**src/rtl/uart_alu_ctrl.sv**
```systemverilog
// ---------------------------------------------------------------------------
// uart_alu_ctrl
//
// Purpose:
//   Sequencer between a UART receiver, a combinational ALU and a UART
//   transmitter. It collects three received bytes in order: operand A,
//   operand B and the opcode. It presents them to the ALU as registered
//   values, captures the ALU result one cycle later and issues a single
//   transmit request. It then waits for the transmitter to finish before
//   it accepts the next command. Bytes that arrive while busy are dropped,
//   and each dropped byte is flagged by rx_overrun.
//
// Optional feature (macro UART_ALU_CTRL_TIMEOUT_EN):
//   When defined, an inter-byte timeout aborts a partially received command
//   after TIMEOUT_CYCLES idle cycles in WAIT_B/WAIT_OP and pulses
//   timeout_tick. When undefined, no counter exists, timeout_tick is tied
//   to 0 and the FSM waits indefinitely.
//
// Parameters:
//   NB_DATA        width of UART bytes, operands and result
//   NB_OP          opcode width (low NB_OP bits of the third byte)
//   TIMEOUT_CYCLES inter-byte timeout in clk cycles (optional feature only)
//
// Ports:
//   clk           in   system clock
//   reset         in   synchronous, active-high reset
//   rx_done_tick  in   one-cycle pulse, rx_data holds a new byte
//   rx_data       in   received byte
//   tx_done_tick  in   one-cycle pulse, transmitter finished its byte
//   alu_result    in   combinational ALU output
//   data_a        out  registered operand A
//   data_b        out  registered operand B
//   alu_op        out  registered opcode
//   tx_start      out  one-cycle transmit start (state decode)
//   tx_data       out  registered byte to transmit
//   rx_overrun    out  one-cycle pulse, byte received while busy and dropped
//   timeout_tick  out  one-cycle pulse, command aborted by timeout
// ---------------------------------------------------------------------------
module uart_alu_ctrl #(
   parameter int NB_DATA        = 8,
   parameter int NB_OP          = 6,
   parameter int TIMEOUT_CYCLES = 1000000
) (
   input  logic               clk,
   input  logic               reset,
   input  logic               rx_done_tick,
   input  logic [NB_DATA-1:0] rx_data,
   input  logic               tx_done_tick,
   input  logic [NB_DATA-1:0] alu_result,
   output logic [NB_DATA-1:0] data_a,
   output logic [NB_DATA-1:0] data_b,
   output logic [NB_OP-1:0]   alu_op,
   output logic               tx_start,
   output logic [NB_DATA-1:0] tx_data,
   output logic               rx_overrun,
   output logic               timeout_tick
);

   typedef enum logic [2:0] {
      WAIT_A  = 3'd0,
      WAIT_B  = 3'd1,
      WAIT_OP = 3'd2,
      CALC    = 3'd3,
      SEND    = 3'd4,
      WAIT_TX = 3'd5
   } state_t;

   state_t             state_q, state_d;
   logic [NB_DATA-1:0] data_a_q, data_a_d;
   logic [NB_DATA-1:0] data_b_q, data_b_d;
   logic [NB_OP-1:0]   alu_op_q, alu_op_d;
   logic [NB_DATA-1:0] tx_data_q, tx_data_d;
   logic               rx_overrun_q, rx_overrun_d;
   logic               timeout_tick_q, timeout_tick_d;
   logic               expired;

`ifdef UART_ALU_CTRL_TIMEOUT_EN
   localparam int CNT_W = (TIMEOUT_CYCLES > 2) ? $clog2(TIMEOUT_CYCLES) : 1;

   logic [CNT_W-1:0] cnt_q, cnt_d;

   // Counts idle cycles spent in WAIT_B/WAIT_OP. The counter is held at zero
   // in every other state, so it is already clear on entry to WAIT_B.
   // Any received byte restarts the count.
   always_comb begin
      cnt_d = '0;
      if (!rx_done_tick && (state_q == WAIT_B || state_q == WAIT_OP)) begin
         cnt_d = cnt_q + 1'b1;
      end
   end

   always_ff @(posedge clk) begin
      if (reset) begin
         cnt_q <= '0;
      end else begin
         cnt_q <= cnt_d;
      end
   end

   assign expired = (cnt_q == CNT_W'(TIMEOUT_CYCLES - 1));
`else
   assign expired = 1'b0;
`endif

   // Next-state and register-update logic.
   always_comb begin
      state_d        = state_q;
      data_a_d       = data_a_q;
      data_b_d       = data_b_q;
      alu_op_d       = alu_op_q;
      tx_data_d      = tx_data_q;
      rx_overrun_d   = 1'b0;
      timeout_tick_d = 1'b0;

      case (state_q)
         WAIT_A: begin
            if (rx_done_tick) begin
               data_a_d = rx_data;
               state_d  = WAIT_B;
            end
         end
         WAIT_B: begin
            // A byte arriving on the expiry cycle takes priority over the timeout.
            if (rx_done_tick) begin
               data_b_d = rx_data;
               state_d  = WAIT_OP;
            end else if (expired) begin
               state_d        = WAIT_A;
               timeout_tick_d = 1'b1;
            end
         end
         WAIT_OP: begin
            if (rx_done_tick) begin
               alu_op_d = rx_data[NB_OP-1:0];
               state_d  = CALC;
            end else if (expired) begin
               state_d        = WAIT_A;
               timeout_tick_d = 1'b1;
            end
         end
         CALC: begin
            // The operand registers were loaded on the previous edge, so the
            // ALU output is valid by the end of this cycle.
            tx_data_d    = alu_result;
            state_d      = SEND;
            rx_overrun_d = rx_done_tick;
         end
         SEND: begin
            state_d      = WAIT_TX;
            rx_overrun_d = rx_done_tick;
         end
         WAIT_TX: begin
            if (tx_done_tick) begin
               state_d = WAIT_A;
            end
            rx_overrun_d = rx_done_tick;
         end
         default: begin
            state_d = WAIT_A;
         end
      endcase
   end

   always_ff @(posedge clk) begin
      if (reset) begin
         state_q        <= WAIT_A;
         data_a_q       <= '0;
         data_b_q       <= '0;
         alu_op_q       <= '0;
         tx_data_q      <= '0;
         rx_overrun_q   <= 1'b0;
         timeout_tick_q <= 1'b0;
      end else begin
         state_q        <= state_d;
         data_a_q       <= data_a_d;
         data_b_q       <= data_b_d;
         alu_op_q       <= alu_op_d;
         tx_data_q      <= tx_data_d;
         rx_overrun_q   <= rx_overrun_d;
         timeout_tick_q <= timeout_tick_d;
      end
   end

   assign data_a     = data_a_q;
   assign data_b     = data_b_q;
   assign alu_op     = alu_op_q;
   assign tx_data    = tx_data_q;
   assign rx_overrun = rx_overrun_q;
   assign tx_start   = (state_q == SEND);

`ifdef UART_ALU_CTRL_TIMEOUT_EN
   assign timeout_tick = timeout_tick_q;
`else
   assign timeout_tick = 1'b0;
`endif

endmodule

```
**config.mk**
```make
export PLATFORM = sky130hd
export DESIGN_NAME = uart_alu_ctrl
export DESIGN_NICKNAME = d
export VERILOG_FILES = /design/src/rtl/uart_alu_ctrl.sv
export SDC_FILE = /design/constraint.sdc
export NUM_CORES = 1
export LEC_CHECK = 0
export CAP_MARGIN = 20
export CORE_AREA = 2 2 58 60
export CTS_BUF_LIST = sky130_fd_sc_hd__clkbuf_4
export CTS_CLUSTER_DIAMETER = 120
export DETAILED_ROUTE_END_ITERATION = 10
export DIE_AREA = 0 0 60 62
export PLACE_DENSITY_LB_ADDON = 0.15
export REMOVE_ABC_BUFFERS = 1
export SLEW_MARGIN = 10
export SYNTH_ARGS = -nofsm -noshare
export SYNTH_HDL_FRONTEND = slang
export SYNTH_SLANG_ARGS = --single-unit
```
**constraint.sdc**
```tcl
create_clock -name clk -period 1.4 [get_ports clk]
set_input_delay 0.42 -clock clk [delete_from_list [all_inputs] [get_ports clk]]
set_output_delay 0.42 -clock clk [all_outputs]
set_load 0.005 [all_outputs]
```
==> results.md <==
- Post-synth top area cell: dfxtp_1
- Failing checks: negative setup slack
- Via count of the first global-routing pass: 1,124
- Largest net degree at the start of global routing: 20
- Launch point of the worst path: state_q[2]$_SDFFE_PP0P_
- R2r endpoint: data_a[0]$_SDFFE_PP0P_
- Yosys reg bits: 34
- Share of cells above drive strength 1: ~33%
- Starting utilization of the core area: approximately 41%
- Port bufs: 51
- Syn avg cell area: 9.92 µm²
- Most frequent cells after synthesis: dfxtp_1, nor2_1, mux2i_1
- CTS H-Tree Depth: 2
- Combinational Power Share: approximately 16%
- Area contributors post-synth: dfxtp_1, mux2i_1, nor2_1
- Post-synth EDFFs: 0
- Estimated wirelength of the detail-placed design: 2.22 mm
- F_max: 654 MHz
- Final cell count without fillers: about 240
- Critical path launch point type: flop
- Vias: 1,123
- CTS tree: yes
- Synthesized area: 0.00129 mm²
- Ys async rst share: 0%
- Worst vdd ir: 0.597 mV
- Area Growth Syn to Fin: 54.5%
- Placed Cells: 231
- Count leader, synth: dfxtp_1
- CP required: 980 ps
- Top_reg_cell synth: dfxtp_1
- Crit path DAT: 1110 ps
- Max-cap viol count: 0
- CTS clk-pin slew, worst paths: about 100 ps
- # rows: 21
- Max Buffers Root-to-Sink: 2
- Path type of the worst setup path: flop to output pin
- Post-placement cell area: 0.00192 mm²
- WL/cell: 12.4 µm
- Clock share of power: 28.2%
- Internal: ~1.4 mW
- Final wirelength: between 2 and 3 mm
- Worst Path Buf+Inv: 1
- R2R Path Start: state_q[2]$_SDFFE_PP0P_
- Dpl ws: -429 ps
- Initial antenna violation count: 0
- Layout Nets: roughly 210
- Switching share of power: 24.5%
- First-pass GRT wire length: between 4 and 5 mm
- Delay-heaviest family, CP: flip-flops
- Final period util: 109%
- Routability cong.: approximately 0.76
- Clock skew: ~7.7 ps
- Die Wd: 60 µm
- RSZ-0062 raised after global routing: yes
- Psw: 0.450 mW
- Core Box Area: between 0.003 and 0.004 mm²
- Final Util: a little over three fifths
- Cell count after synthesis: 130
- Total power density per cell area: 921 mW/mm²
- Netlist cell types: 20
- Root Driver: clkbuf_4
- Worst skew pair latency: 330 ps
- I/O pins: 53
- Multi-input logic area: 581 µm²
- WHS Path Cells: 2
- Final setup viols: 1
- Worst Min Path Start: data_a[7]$_SDFFE_PP0P_
- Power, Total: 1.83 mW
- Chip height: 62 µm
- Antenna diodes: 0
- Remaining global-route overflow: 0
- Seq/Total Area, Yosys: 52.8%
- Reg2reg setup slack: 30 ps
- TritonCTS Buffers: 5
- Worst R2R Path Depth: 4
- Pre-antenna DRT Iters: 4
- Fillers: ~290
- Final min period: around 1500 ps
- Final worst slack: -128 ps
- # clock sinks: 34
- Seq pwr share: 56.3%
- Synth warn: 0
- Max incr delay on CP: 340 ps
- Die area: 0.00372 mm²
- Max-slew violation count: 0
- Residual DRC: 0
- Register area: 717 µm²
- Leak pwr: 0.949 nW
- Post-synth top area share: 52.8%
- CP max-delay cell: dfxtp_2
- Status: finished, violations left
- DRT iter0 DRCs: 34
- Vias per cell: about 4.7
- Critical Path, Cell by Cell: or2b_1 > nor2_1 > buf_2
- Post-DRT Antenna Nets: 0
- Global-route usage over all layers: 17.5%
- Hold Crit Class: flop to flop
- Hold Path End: data_a[7]$_SDFFE_PP0P_
- CP max FO: 2
- Fin area: ~0.002 mm²
- Crit. End Element: output pin
- Hold Vio Cnt, Final: 0
[worst max path at each step]
stage                             end  slack [ps]  cells after the start
2_1_floorplan  data_a[0]$_SDFFE_PP0P_         130                      3
3_3_place_gp   data_a[0]$_SDFFE_PP0P_        -400                      5
3_5_place_dp   data_a[2]$_SDFFE_PP0P_        -430                      5
4_1_cts                      tx_start        -160                      3
5_1_grt                      tx_start        -180                      3
6_report                     tx_start        -130                      3
[worst reg2reg max path: cells and delay by family (launching register included)]
| family | cells | cell delay (ps) |
|---|---|---|
| AND/OR/NAND/NOR | 2 | 720 |
| flip-flops | 1 | 330 |
| buffers and inverters | 1 | 150 |
| AO/OA/AOI/OAI | 1 | 50 |
[cell families after synthesis]
group           count (synthesis)  synth area share [%]
compound gates                 13                  5.53
buf+inv                        10                  4.27
simple gates                   50                  20.1
flops                          34                  52.8
mux                            22                  17.1
other cells                     1                 0.291
[cell usage in the layout (no fill, tap or decap)]
| master | netlist | layout |
|---|---|---|
| dlygate4sd2_1 | 0 | 31 |
| dfxtp_2 | 0 | 29 |
| nor2_1 | 23 | 23 |
| mux2i_1 | 22 | 22 |
| clkdlybuf4s50_1 | 0 | 18 |
| buf_4 | 4 | 13 |
| nand2_1 | 16 | 10 |
| a21oi_1 | 10 | 9 |
| nand2_2 | 0 | 6 |
| clkbuf_4 | 0 | 6 |
| dfxtp_1 | 34 | 5 |
| nand3b_1 | 2 | 2 |
| nand2b_1 | 2 | 2 |
| or2b_1 | 1 | 1 |
| and4bb_4 | 0 | 1 |
| a211oi_1 | 1 | 1 |
| or3b_2 | 1 | 1 |
| a21o_1 | 1 | 1 |
| or4b_1 | 2 | 1 |
| a31oi_1 | 1 | 1 |
| nor4b_4 | 1 | 1 |
| or4b_4 | 0 | 1 |
| a21oi_2 | 0 | 1 |
| and4bb_2 | 2 | 1 |
| conb_1 | 1 | 1 |
| clkinv_1 | 0 | 1 |
| clkinv_2 | 0 | 1 |
| clkdlybuf4s15_1 | 0 | 1 |
| buf_2 | 2 | 1 |
| buf_12 | 0 | 1 |
[power groups by stage]
stage                     combinational [mW]  sequential [mW]  clock [mW]
after floorplan                       0.0897             1.05           0
after global placement                 0.294             1.05           0
after detailed placement               0.300             1.05           0
after CTS                              0.281             1.03       0.538
after global routing                   0.312             1.04       0.578
final                                  0.284             1.03       0.517
[registers in the layout (all words and copies together) (netlist names)]
register and count:
alu_op 6, data_a 8, data_b 8, rx_overrun 1, state_q 3, tx_data 8
[per-layer routing]
layer  global-route usage [%]  part of all wire, %  up-vias
li1                         -                    -      559
met1                     20.1                   43      528
met2                     28.7                   50       30
met3                     6.83                  5.5        6
met4                     8.57                  1.1        0
met5                        0                    0        -
[final cells by class]
class / instances / share of cell area (%)
sequential: 34 / 36.0
timing repair buffer: 65 / 29.3
multi-input combinational: 86 / 29.1
tap: 46 / 2.89
clock buffer: 6 / 2.26
clock inverter: 2 / 0.439
[timing repair]
action / in CTS / in global routing
setup buffers: 1 / 0
resized for setup: 61 / 15
pin swaps: 2 / 11
setup endpoints to repair: 45 / 23
hold buffers: 0 / 0
[stage by stage]
step	hold slack, ps	setup TNS [ps]
after floorplan	447	0
after global placement	444	-8220
after detailed placement	455	-8850
after CTS	463	-156
after global routing	483	-210
final	473	-128
No activity file was read; power rests on OpenSTA's default activity.
